<file path="src/rtl/mem_arb_pkg.sv">
// Shared types and defaults for the data-memory arbiter.
// No logic of its own: state encoding, owner ids, default widths.
// Backpressure is not applicable here; see mem_arbiter.
package mem_arb_pkg;

    localparam int ADDR_W_DEF    = 32;
    localparam int DATA_W_DEF    = 32;
    localparam int MEM_LAT_DEF   = 1;
    localparam int MAX_BURST_DEF = 4;

    typedef enum logic [1:0] {
        ST_IDLE  = 2'd0,
        ST_ISSUE = 2'd1,
        ST_WAIT  = 2'd2,
        ST_DONE  = 2'd3
    } arb_state_t;

    localparam logic OWN_C = 1'b0;
    localparam logic OWN_E = 1'b1;

endpackage

</file>
<file path="src/rtl/mem_arb_pick.sv">
// Winner selection between CPU (C) and external (E) ports; tie-break set by MEM_ARB_RR_EN.
// Latency: purely combinational, result is used in the same IDLE cycle.
// Backpressure: none here; losing requester simply stays pending and stalls.
module mem_arb_pick
    import mem_arb_pkg::*;
#(
    parameter int MAX_BURST = MAX_BURST_DEF,
    parameter int BURST_W   = $clog2(MAX_BURST + 1)
) (
    input  logic               c_req,
    input  logic               e_req,
    input  logic               e_lock,
    input  logic               last_owner,
    input  logic [BURST_W-1:0] burst_cnt,
    output logic               grant_vld,
    output logic               grant_owner
);

    logic lock_ok;

    always_comb begin
        lock_ok     = e_lock && (last_owner == OWN_E) && (burst_cnt < BURST_W'(MAX_BURST));
        grant_vld   = c_req | e_req;
        grant_owner = OWN_C;
        if (lock_ok && e_req) begin
            grant_owner = OWN_E;
        end else if (e_req && !c_req) begin
            grant_owner = OWN_E;
        end else if (e_req && c_req) begin
`ifdef MEM_ARB_RR_EN
            grant_owner = (last_owner == OWN_C) ? OWN_E : OWN_C;
`else
            grant_owner = OWN_C;
`endif
        end
    end

endmodule

</file>
<file path="src/rtl/mem_arbiter.sv">
// Serialises C/E accesses to the single-ported data memory (tie-break via MEM_ARB_RR_EN).
// Latency: request sampled in IDLE at N, memory strobe at N+1, ack at N+2+MEM_LAT.
// Backpressure: one access in flight; other requesters wait with c_stall raised.
module mem_arbiter
    import mem_arb_pkg::*;
#(
    parameter int ADDR_W    = ADDR_W_DEF,
    parameter int DATA_W    = DATA_W_DEF,
    parameter int MEM_LAT   = MEM_LAT_DEF,
    parameter int MAX_BURST = MAX_BURST_DEF
) (
    input  logic              clk,
    input  logic              reset,
    input  logic              c_req,
    input  logic              c_we,
    input  logic [ADDR_W-1:0] c_addr,
    input  logic [DATA_W-1:0] c_wdata,
    output logic              c_ack,
    output logic [DATA_W-1:0] c_rdata,
    output logic              c_stall,
    input  logic              e_req,
    input  logic              e_we,
    input  logic              e_lock,
    input  logic [ADDR_W-1:0] e_addr,
    input  logic [DATA_W-1:0] e_wdata,
    output logic              e_ack,
    output logic [DATA_W-1:0] e_rdata,
    output logic [ADDR_W-1:0] mem_access_addr,
    output logic [DATA_W-1:0] mem_write_data,
    output logic              mem_write_en,
    output logic              mem_read,
    input  logic [DATA_W-1:0] mem_read_data
);

    localparam int BURST_W = $clog2(MAX_BURST + 1);
    localparam int LAT_W   = (MEM_LAT > 1) ? $clog2(MEM_LAT) : 1;

    arb_state_t         state_q, state_d;
    logic [LAT_W-1:0]   lat_cnt_q;
    logic [BURST_W-1:0] burst_cnt_q;
    logic               last_owner_q;
    logic               own_q;
    logic               we_q;
    logic [ADDR_W-1:0]  addr_q;
    logic [DATA_W-1:0]  wdata_q;
    logic               grant_vld;
    logic               grant_owner;
    logic               grant_fire;
    logic               lat_last;
    logic               rdata_capture;

    mem_arb_pick #(
        .MAX_BURST (MAX_BURST),
        .BURST_W   (BURST_W)
    ) u_pick (
        .c_req       (c_req),
        .e_req       (e_req),
        .e_lock      (e_lock),
        .last_owner  (last_owner_q),
        .burst_cnt   (burst_cnt_q),
        .grant_vld   (grant_vld),
        .grant_owner (grant_owner)
    );

    assign grant_fire      = (state_q == ST_IDLE) && grant_vld;
    assign lat_last        = (lat_cnt_q == LAT_W'(MEM_LAT - 1));
    assign rdata_capture   = (state_q == ST_WAIT) && lat_last && !we_q;
    assign mem_access_addr = addr_q;
    assign mem_write_data  = wdata_q;
    assign c_stall         = c_req & ~c_ack;

    always_comb begin
        state_d      = state_q;
        mem_read     = 1'b0;
        mem_write_en = 1'b0;
        c_ack        = 1'b0;
        e_ack        = 1'b0;
        case (state_q)
            ST_IDLE: begin
                if (grant_vld) state_d = ST_ISSUE;
            end
            ST_ISSUE: begin
                state_d      = ST_WAIT;
                mem_write_en = we_q;
                mem_read     = ~we_q;
            end
            ST_WAIT: begin
                if (lat_last) state_d = ST_DONE;
            end
            ST_DONE: begin
                state_d = ST_IDLE;
                c_ack   = (own_q == OWN_C);
                e_ack   = (own_q == OWN_E);
            end
            default: state_d = ST_IDLE;
        endcase
    end

    always_ff @(posedge clk) begin
        if (reset) begin
            state_q      <= ST_IDLE;
            lat_cnt_q    <= '0;
            burst_cnt_q  <= '0;
            last_owner_q <= OWN_E;
            own_q        <= OWN_C;
            we_q         <= 1'b0;
            addr_q       <= '0;
            wdata_q      <= '0;
            c_rdata      <= '0;
            e_rdata      <= '0;
        end else begin
            state_q <= state_d;

            // Lock release clears the run immediately; C grants also end it.
            if (!e_lock) begin
                burst_cnt_q <= '0;
            end else if (grant_fire && grant_owner == OWN_E &&
                         burst_cnt_q < BURST_W'(MAX_BURST)) begin
                burst_cnt_q <= burst_cnt_q + BURST_W'(1);
            end
            if (grant_fire && grant_owner == OWN_C) burst_cnt_q <= '0;

            if (grant_fire) begin
                own_q        <= grant_owner;
                last_owner_q <= grant_owner;
                we_q         <= (grant_owner == OWN_E) ? e_we    : c_we;
                addr_q       <= (grant_owner == OWN_E) ? e_addr  : c_addr;
                wdata_q      <= (grant_owner == OWN_E) ? e_wdata : c_wdata;
            end

            if (state_q == ST_ISSUE) begin
                lat_cnt_q <= '0;
            end else if (state_q == ST_WAIT) begin
                lat_cnt_q <= lat_cnt_q + LAT_W'(1);
            end

            if (rdata_capture) begin
                if (own_q == OWN_C) c_rdata <= mem_read_data;
                else                e_rdata <= mem_read_data;
            end
        end
    end

endmodule

</file>
<file path="config.mk">
export PLATFORM = sky130hd
export DESIGN_NAME = mem_arbiter
export DESIGN_NICKNAME = d
export VERILOG_FILES = /design/src/rtl/mem_arb_pkg.sv /design/src/rtl/mem_arb_pick.sv /design/src/rtl/mem_arbiter.sv
export SDC_FILE = /design/constraint.sdc
export NUM_CORES = 1
export LEC_CHECK = 0
export BUFFER_PORTS_ARGS = -buffer_cell sky130_fd_sc_hd__buf_4
export CORE_MARGIN = 4
export CORE_UTILIZATION = 48
export CTS_CLUSTER_DIAMETER = 150
export CTS_CLUSTER_SIZE = 40
export DETAILED_ROUTE_END_ITERATION = 8
export PLACE_DENSITY = 0.85
export REMOVE_ABC_BUFFERS = 1
export SLEW_MARGIN = 0
export SYNTH_ARGS = -nofsm -noshare
export SYNTH_HDL_FRONTEND = slang
export SYNTH_SLANG_ARGS = --single-unit
</file>
<file path="constraint.sdc">
create_clock -name clk -period 2.58 [get_ports clk]
set_clock_uncertainty 0.05 [all_clocks]
set_input_delay 0.387 -clock clk [delete_from_list [all_inputs] [get_ports clk]]
set_output_delay 0.387 -clock clk [all_outputs]
set_load 0.01 [all_outputs]
</file>
==> results of run 1 <==
-- power groups by stage --
stage	Sequential [uW]	Clock, uW	Combinational [uW]
global route	2770	2490	2850
finish	2730	2350	2630
floorplan	2880	0	1140
CTS	2730	2380	2630
global placement	2750	0	2540
detailed placement	2760	0	2630
-- path summary, 6_finish.rpt --
check                   start                   to  cells after the start
max                state_q[0]  mem_access_addr[11]                      6
min          mem_read_data[8]           c_rdata[8]                      3
max reg2reg        state_q[0]  mem_access_addr[11]                      6
min reg2reg       c_rdata[14]          c_rdata[14]                      2
-- flip-flops by register name (all words and copies together) (netlist names) --
signal	flops
mem_access_addr	32
mem_write_data	32
e_rdata	32
lat_cnt_q	1
burst_cnt_q	3
we_q	1
c_rdata	32
own_q	1
last_owner_q	1
state_q	2
-- cell families (layout without fill, tap and decap cells) --
logic type	count (synthesis)	in the layout
AO/OA/AOI/OAI	273	273
XOR/XNOR	1	1
adder cells (fa/ha/maj)	5	5
buffers and inverters	76	350
flip-flops	137	137
AND/OR/NAND/NOR	153	153
-- final cells by class --
cell class	count	area, sq um	area share
clock inverters	14	136	0.0161
multi-input cells	432	2560	0.301
repair buffers	314	2420	0.285
well taps	143	179	0.0211
clock buffers	18	439	0.0517
inverters	4	15.0	0.00177
flip-flops and latches	137	2740	0.323
-- synth_stat cells, drive strengths merged --
| library cell | count | area share |
|---|---|---|
| dfxtp | 137 | 0.49 |
| nand4bb | 1 | 0.0020 |
| xnor2 | 1 | 0.0016 |
| o31ai | 2 | 0.0027 |
| nor3b | 2 | 0.0027 |
| nor4bb | 1 | 0.0018 |
| nand4b | 1 | 0.0016 |
| nor2 | 2 | 0.0013 |
| nor3 | 2 | 0.0018 |
| a32oi | 65 | 0.10 |
| a21boi | 1 | 0.0013 |
| and2 | 5 | 0.0056 |
| nor4b | 1 | 0.0027 |
| o211ai | 65 | 0.087 |
| and3b | 1 | 0.0016 |
| or4b | 2 | 0.0036 |
| or3b | 1 | 0.0016 |
| o21ai | 3 | 0.0027 |
| nand2 | 131 | 0.087 |
| or4 | 1 | 0.0013 |
| o21ba | 1 | 0.0018 |
| buf | 39 | 0.039 |
| o21a | 1 | 0.0013 |
| clkbuf | 33 | 0.022 |
| inv | 4 | 0.0027 |
| a21oi | 134 | 0.12 |
| a211o | 1 | 0.0016 |
| nor2b | 2 | 0.0022 |
| ha | 5 | 0.011 |
-- layer usage --
layer | vias to the layer above | global-route usage
met2 | 354 | 0.452
met4 | 0 | 0.108
met5 | - | 0
met3 | 52 | 0.115
li1 | 2909 | -
met1 | 2886 | 0.324
-- tightest hold or removal path, cell delays in order --
cell and delay, ps:
buf_4 110, nand2_1 50, a21oi_1 50
-- stage by stage --
step,cells,util
after CTS,1062,0.744
after global placement,1030,0.693
after detailed placement,1030,0.693
after floorplan,573,-
after global routing,1062,0.744
final,1062,0.744
==> impl_metrics.toml, run 1 <==
[status]
status = "finished, final reports clean"

[clocking]
clockRootBuffer = "clkbuf_16"
worstSkewPairLatency_ps = 400
ctsResizeCount = 0
path_clk_slew_ps = 60
post-cts-setup-buffers = 0
cts_tree = "done"
clockBufferDepth = 2
cts_buffers = 17
h-tree-depth = 4
cts_sinks = 137
cts_hold_buf = 0

[placed_design]
io_buffers = 299
dp_slack_ps = 679
hpwl_um = 14400
placedInstanceArea_sq_mm = 0.00792
gp_congestion = 0.867

[sta]
maxSlewHeadroom = 0.617
finalCriticalPeriod_ps = 1950
layout_setup_ws_ps = 625
period_share = 0.758
rsz0062_at_grt = "false"
hold_ws_ps = 184
worstMarginPinSlew_ps = 573
setup_viol = 0
fmax_mhz = 512
final_max_slew_viol_count = 0
tns_ps = 0
hold_violations = 0

[routing]
wire_per_inst_um = 18.9
routed_wirelength_um = 20000
wl_met2_um = 9750
via_per_inst = 5.84
postRouteAntennaNets = 0
wl_met3_um = 2560
drc_errors = 0
met1_length_um = 7050
routed.top_layer = "met4"
first_iter_violations = 697
dr.pass1.iters = 6
vias = 6201

[die]
die_w_um = 116
die_y_um = 116
row_count = 39
die_area_sq_mm = 0.0135
io_pins = 300
coreArea_sq_mm = 0.0114
start_util = 0.492

[synthesis]
syn_avg_cell_area_sq_um = 8.72
synth_compound_area_frac = 0.319
synth_mux_area_frac = 0
synth_area_sq_mm = 0.00562
synth-xor-area-share = 0.00156
ys_seq_area_frac = 0.488
synth_fa_ha_area_frac = 0.0111
synth_cell_types = 34
synth-seq-cells = 137
yosys.area_share.simple = 0.117
syn_inst = 645
yosys_warnings = 0
synth_top_family_by_area = "compound AO/OA/AOI/OAI gates"

[worst_setup_path]
path_cells = "inv_1 -> ha_1 -> and2_2 -> buf_12 -> a32oi_1 -> a21oi_1"
crit_family = "simple AND/OR/NAND/NOR gates"
reg2reg_setup_slack_ps = 630
crit_arrival_ps = 2230
crit_slowest_cell = "and2_2"
cp-start-kind = "flop"
worstPathRequired_ps = 2860
critPathKind = "flop to flop"
critPathBufInv = 2
cp_max_fo = 47
end_kind = "flop"
slowest_delay_ps = 470

[final_layout]
fin_nets = 1078
final_area_sq_mm = 0.00849
fill_cells = 817
drive_gt1_frac = 0.387
antennaDiodeCount = 0
layout_commonest_cell = "buf_4"
syn_to_final_growth_pct = 51.0
layout_common_cells = "309 x buf_4, 137 x dfxtp_1, 134 x a21oi_1"

[power]
ir_drop_v = 0.000695
clkPwrFrac = 0.305
p_leak_uw = 0.00347
power_density_mw_per_mm2 = 908
p_sw_frac = 0.346
power_uw = 7710
seqPwrFrac = 0.354
p_comb_frac = 0.341
p_int_uw = 5040
netSwitchingPower_uw = 2670

[global_route]
grt.overflow.total = 0
grt_max_degree = 78
antenna_found_initial = 0
grt_pass1_wl_um = 29900
grt_usage = 0.277
grt_pass1_vias = 5930

[flow_run]
max_cap_viol_count = 0

[worst_hold_path]
hp-class = "input pin to flop"
(Power assumes the default switching activity.)
==> run 2: changes to the inputs <==
ABC_AREA = 1   (was not set)
CORE_ASPECT_RATIO = 1.25   (was not set)
CORE_UTILIZATION = 42   (was 48)
PLACE_DENSITY = 0.77   (was 0.85)
clock period = 1.7 ns   (was 2.58 ns; I/O delays follow)
==> run 2 against run 1 <==
Clock-buffer cell count rose by 1. Total power rose by 77%. Design area rose by 7.7%. Non-clock buffer count rose by 10. Largest power group is now combinational logic. Wire length fell by 0.51%. Utilization fell by 9.0 points. Synthesized area rose by 7.8%. Worst setup slack got worse by 540 ps. Largest cell class unchanged. Synthesized cell count rose by 31%. Sequential power rose by 64%. Hold slack got worse by 110 ps. Critical endpoint is now mem_read.
==> impl_metrics.toml, run 2 <==
[power]
p_leak_uw = 0.00466
clkPwrFrac = 0.278
seqPwrFrac = 0.330
power_density_mw_per_mm2 = 1490
p_int_uw = 8760
netSwitchingPower_uw = 4850
ir_drop_v = 0.000921
p_comb_frac = 0.393
p_sw_frac = 0.357

[clocking]
path_clk_slew_ps = 60
h-tree-depth = 4
worstSkewPairLatency_ps = 410
cts_buffers = 17
cts_tree = "done"
cts_sinks = 137
clockBufferDepth = 2
clockRootBuffer = "clkbuf_16"

[sta]
period_share = 0.949
final_max_slew_viol_count = 0
setup_viol = 0
layout_setup_ws_ps = 86.9
worstMarginPinSlew_ps = 385
hold_ws_ps = 74.7
fmax_mhz = 620
finalCriticalPeriod_ps = 1610
hold_violations = 0
maxSlewHeadroom = 0.743

[synthesis]
synth_top_area_cell = "dfxtp_1"
synth_cell_types = 19
synth-xor-area-share = 0
yosys_warnings = 0
synth_top_family_by_area = "simple AND/OR/NAND/NOR gates"
async_reset_ff_frac = 0
synth.most_common_cell = "nand2_1"
synth-seq-cells = 137
synth_top_area_share = 0.452
synth_area_sq_mm = 0.00606
synth_common_cells = "143 x nand2_1, 140 x inv_1, 137 x dfxtp_1"
syn_avg_cell_area_sq_um = 7.17
synth_fa_ha_area_frac = 0.0103
synth_edf_count = 0
synth_compound_area_frac = 0.112
yosys.area_share.simple = 0.281
syn_inst = 846
synth_mux_area_frac = 0
synth_area_leaders = "dfxtp_1 45%, nand3_1 11%, nand2_1 8.9%"
ys_seq_area_frac = 0.452
synth_ff_type = "dfxtp_1"

[global_route]
grtUsageMet1 = 0.268
grt_usage = 0.234
grt-busiest-layer = "met2"
grt_pass1_wl_um = 30500
grt_max_degree = 54
grt_pass1_vias = 6210
met2_usage = 0.392
use_met3 = 0.0919
grt.overflow.total = 0
antenna_found_initial = 0

[routing]
postRouteAntennaNets = 0
routed_wirelength_um = 19900
drc_errors = 0
vias = 6680
wire_per_inst_um = 15.2
via_per_inst = 5.11
dr.pass1.iters = 5
first_iter_violations = 523

[worst_setup_path]
reg2reg_setup_slack_ps = 150
critPathKind = "flop to output port"
end_kind = "output port"
worstPathRequired_ps = 1390
cp_max_fo = 3
crit_arrival_ps = 1310
endpoint = "mem_read"
cp-start-kind = "flop"
r2r_start = "we_q"
critPathLaunch = "state_q[1]"
reg2reg_depth = 5
r2r-end = "e_rdata[17]"

[placed_design]
dp_slack_ps = 43.3
io_buffers = 299
hpwl_um = 14200
gp_congestion = 0.835
dp_cells = 1274

[final_layout]
stdcell_count = 1308
drive_gt1_frac = 0.327
layout_commonest_cell = "buf_4"
syn_to_final_growth_pct = 50.9
antennaDiodeCount = 0
fin_nets = 1292
layout_common_cells = "313 x buf_4, 141 x nand2_1, 137 x inv_1"

[status]
status = "finished, final reports clean"

[worst_hold_path]
whs_path_depth = 3
hp-class = "input pin to flop"

[die]
die_area_sq_mm = 0.0164
io_pins = 300
row_count = 48
coreArea_sq_mm = 0.0140
start_util = 0.433
die_w_um = 115
die_y_um = 142

[flow_run]
max_cap_viol_count = 0
## run 2: logic make-up after synthesis
group | count (synthesis)
adders and majority gates | 5
AOI/OAI and AO/OA | 136
buffers and inverters | 211
DFF | 137
and+or+nand+nor | 357
## run 2: worst min path at each step
stage / to / slack [ps] / from
floorplan: own_q / 270 / reset
global placement: e_rdata[1] / 380 / e_rdata[1]
detailed placement: e_rdata[26] / 380 / e_rdata[26]
CTS: c_rdata[31] / 60 / mem_read_data[31]
global route: e_rdata[0] / 70 / mem_read_data[0]
finish: e_rdata[7] / 70 / mem_read_data[7]
## run 2: worst max-delay path, cell delays in order, from the launching register on
cell,delay [ps]
dfxtp_2,340
inv_2,90
ha_1,170
inv_1,60
nor2_1,100
buf_4,140
## run 2: cell type report
type                       instances  area, sq um
clock buffer                      19          443
tap                              175          219
multi-input combinational        498         2480
sequential                       137         2750
inverter                         142          534
clock inverter                    13          168
timing repair buffer             324         2560
fill                            1254         4840
## run 2: timing repair
item | 4_1_cts | 5_1_grt
setup endpoints to repair | 0 | 79
setup buffers | 0 | 1
endpoints found under the hold margin | 1 | 0
hold buffers | 1 | 0
resized for setup | 0 | 9
## run 2: power by group through the flow
stage	combinational, uW	clock, uW	sequential, uW
CTS	5330	3860	4470
global route	5920	4010	4580
global placement	5230	0	4510
detailed placement	5310	0	4530
floorplan	2290	0	4850
finish	5340	3780	4490
## run 2: layer usage
layer	wire, um	part of all wire
met4	435	0.022
met2	9760	0.49
met3	2380	0.12
met1	7350	0.37
met5	0	0
## run 2: metrics by stage
stage | utilization | power (uW) | TNS, ps | cell area [sq um]
final | 0.654 | 13600 | 0 | 9150
after global routing | 0.654 | 14500 | -1.83 | 9150
after CTS | 0.651 | 13700 | 0 | 9110
after detailed placement | 0.607 | 9840 | 0 | 8490
after global placement | 0.607 | 9740 | 0 | 8490
after floorplan | - | 7140 | -210760 | 5720
==> run 3: changes to the inputs <==
CORE_UTILIZATION = 50   (was 42)
PLACE_DENSITY = 0.86   (was 0.77)
clock period = 2.08 ns   (was 1.7 ns; I/O delays follow)
==> run 3 against run 2 <==
Hold slack lost 35 ps. Cell count shrank 1.6%. Utilization is 11 points higher. Design area decreased by 1.7%. Total power shrank 20%. Sequential power decreased by 18%. Sequential share of layout area is 0.50 points higher. Critical path depth rose by 2. First-iteration DRC count is 9.6% higher. Die area down 15%. Register-to-register slack improved by 120 ps. Critical path type is now flop to flop.
==> impl_metrics.toml, run 3 (same netlist as run 2, synthesis figures left out) <==
[status]
status = "finished, final reports clean"

[final_layout]
syn_to_final_growth_pct = 48.3
antennaDiodeCount = 0
regArea_sq_mm = 0.00274
final_area_sq_mm = 0.00899
fin_nets = 1285
fill_cells = 904
fin_util = 0.767
layout_common_cells = "309 x buf_4, 141 x nand2_1, 139 x inv_1"
stdcell_count = 1287
layout_commonest_cell = "buf_4"
drive_gt1_frac = 0.319
multi_input_area_sq_mm = 0.00245

[power]
power_density_mw_per_mm2 = 1210
p_sw_frac = 0.378
p_comb_frac = 0.393
p_leak_uw = 0.00460
seqPwrFrac = 0.338
p_int_uw = 6740
netSwitchingPower_uw = 4100
ir_drop_v = 0.000726
power_uw = 10800
clkPwrFrac = 0.270

[worst_setup_path]
worstPathRequired_ps = 2320
cp_max_fo = 50
crit_slowest_cell = "nand4_1"
reg2reg_depth = 7
crit_arrival_ps = 2050
end_kind = "flop"
critPathKind = "flop to flop"
cp-start-kind = "flop"
path_cells = "inv_1 -> nand4_1 -> nand2_2 -> buf_12 -> nand3_1 -> nand2_1 -> a21oi_1"
slowest_delay_ps = 440

[routing]
vias = 6695
routed_wirelength_um = 20200
postRouteAntennaNets = 0
wire_per_inst_um = 15.7
drc_errors = 0
dr.pass1.iters = 5
via_per_inst = 5.20
first_iter_violations = 573

[clocking]
h-tree-depth = 4
cts_sinks = 137
cts_hold_buf = 0
clockBufferDepth = 2
post-cts-setup-buffers = 0
clockRootBuffer = "clkbuf_16"
ctsResizeCount = 0
cts_buffers = 17
worstSkewPairLatency_ps = 410
cts_tree = "done"
path_clk_slew_ps = 60

[die]
die_area_sq_mm = 0.0140
die_y_um = 131
coreArea_sq_mm = 0.0117
row_count = 44
io_pins = 300
start_util = 0.517
die_w_um = 106

[sta]
hold_violations = 0
rsz0062_at_grt = "false"
maxSlewHeadroom = 0.648
fmax_mhz = 552
layout_setup_ws_ps = 267
setup_viol = 0
worstMarginPinSlew_ps = 526
finalCriticalPeriod_ps = 1810
final_max_slew_viol_count = 0
period_share = 0.872

[placed_design]
placedInstanceArea_sq_mm = 0.00841
dp_cells = 1255
io_buffers = 299
gp_congestion = 0.850
hpwl_um = 14100
dp_slack_ps = 285

[global_route]
grt_usage = 0.272
grt_pass1_vias = 6228
grt_max_degree = 65
antenna_found_initial = 0
grt.overflow.total = 0
grt_pass1_wl_um = 31100

[worst_hold_path]
whs_path_depth = 2
hp-class = "input pin to flop"

[flow_run]
max_cap_viol_count = 0
-- run 3: power groups by stage --
stage | clock network (uW) | logic (uW) | registers (uW)
after floorplan | 0 | 1880 | 3960
after global placement | 0 | 4180 | 3690
after detailed placement | 0 | 4240 | 3710
after CTS | 2970 | 4270 | 3660
after global routing | 3080 | 4680 | 3740
final | 2920 | 4260 | 3660
-- run 3: area by class of cell --
type	instances	area share
Tap cell	161	0.0224
Inverter	142	0.0594
Timing Repair Buffer	317	0.276
Clock buffer	17	0.0473
Clock inverter	15	0.0170
Sequential cell	137	0.305
Multi-Input combinational cell	498	0.273
-- run 3: per-stage QoR --
step,hold slack [ps],TNS [ps]
2_1_floorplan,331,-162520
3_3_place_gp,380,0
3_5_place_dp,384,0
4_1_cts,23.5,0
5_1_grt,34.7,0
6_report,39.3,0
-- run 3: final timing paths --
path | startpoint | endpoint | slack, ps
hold reg to reg | c_rdata[0] | c_rdata[0] | 390
setup reg to reg | burst_cnt_q[2] | burst_cnt_q[1] | 270
setup / recovery | burst_cnt_q[2] | burst_cnt_q[1] | 270
hold / removal | reset | own_q | 40
-- run 3: layer usage --
layer  global-route usage  up-vias  part of all wire  wire (um)
li1                     -     3297                 -          -
met1                0.303     3038              0.36       7350
met2                0.468      318              0.49       9970
met3                0.103       42              0.11       2310
met4                0.105        0             0.027        535
met5                    0        -                 0          0
-- run 3: worst max-delay path, delay by kind of cell, from the launching register on --
family	cells	cell delay, ps
buffers and inverters	2	370
DFF	1	300
AOI/OAI and AO/OA	1	60
and+or+nand+nor	4	900
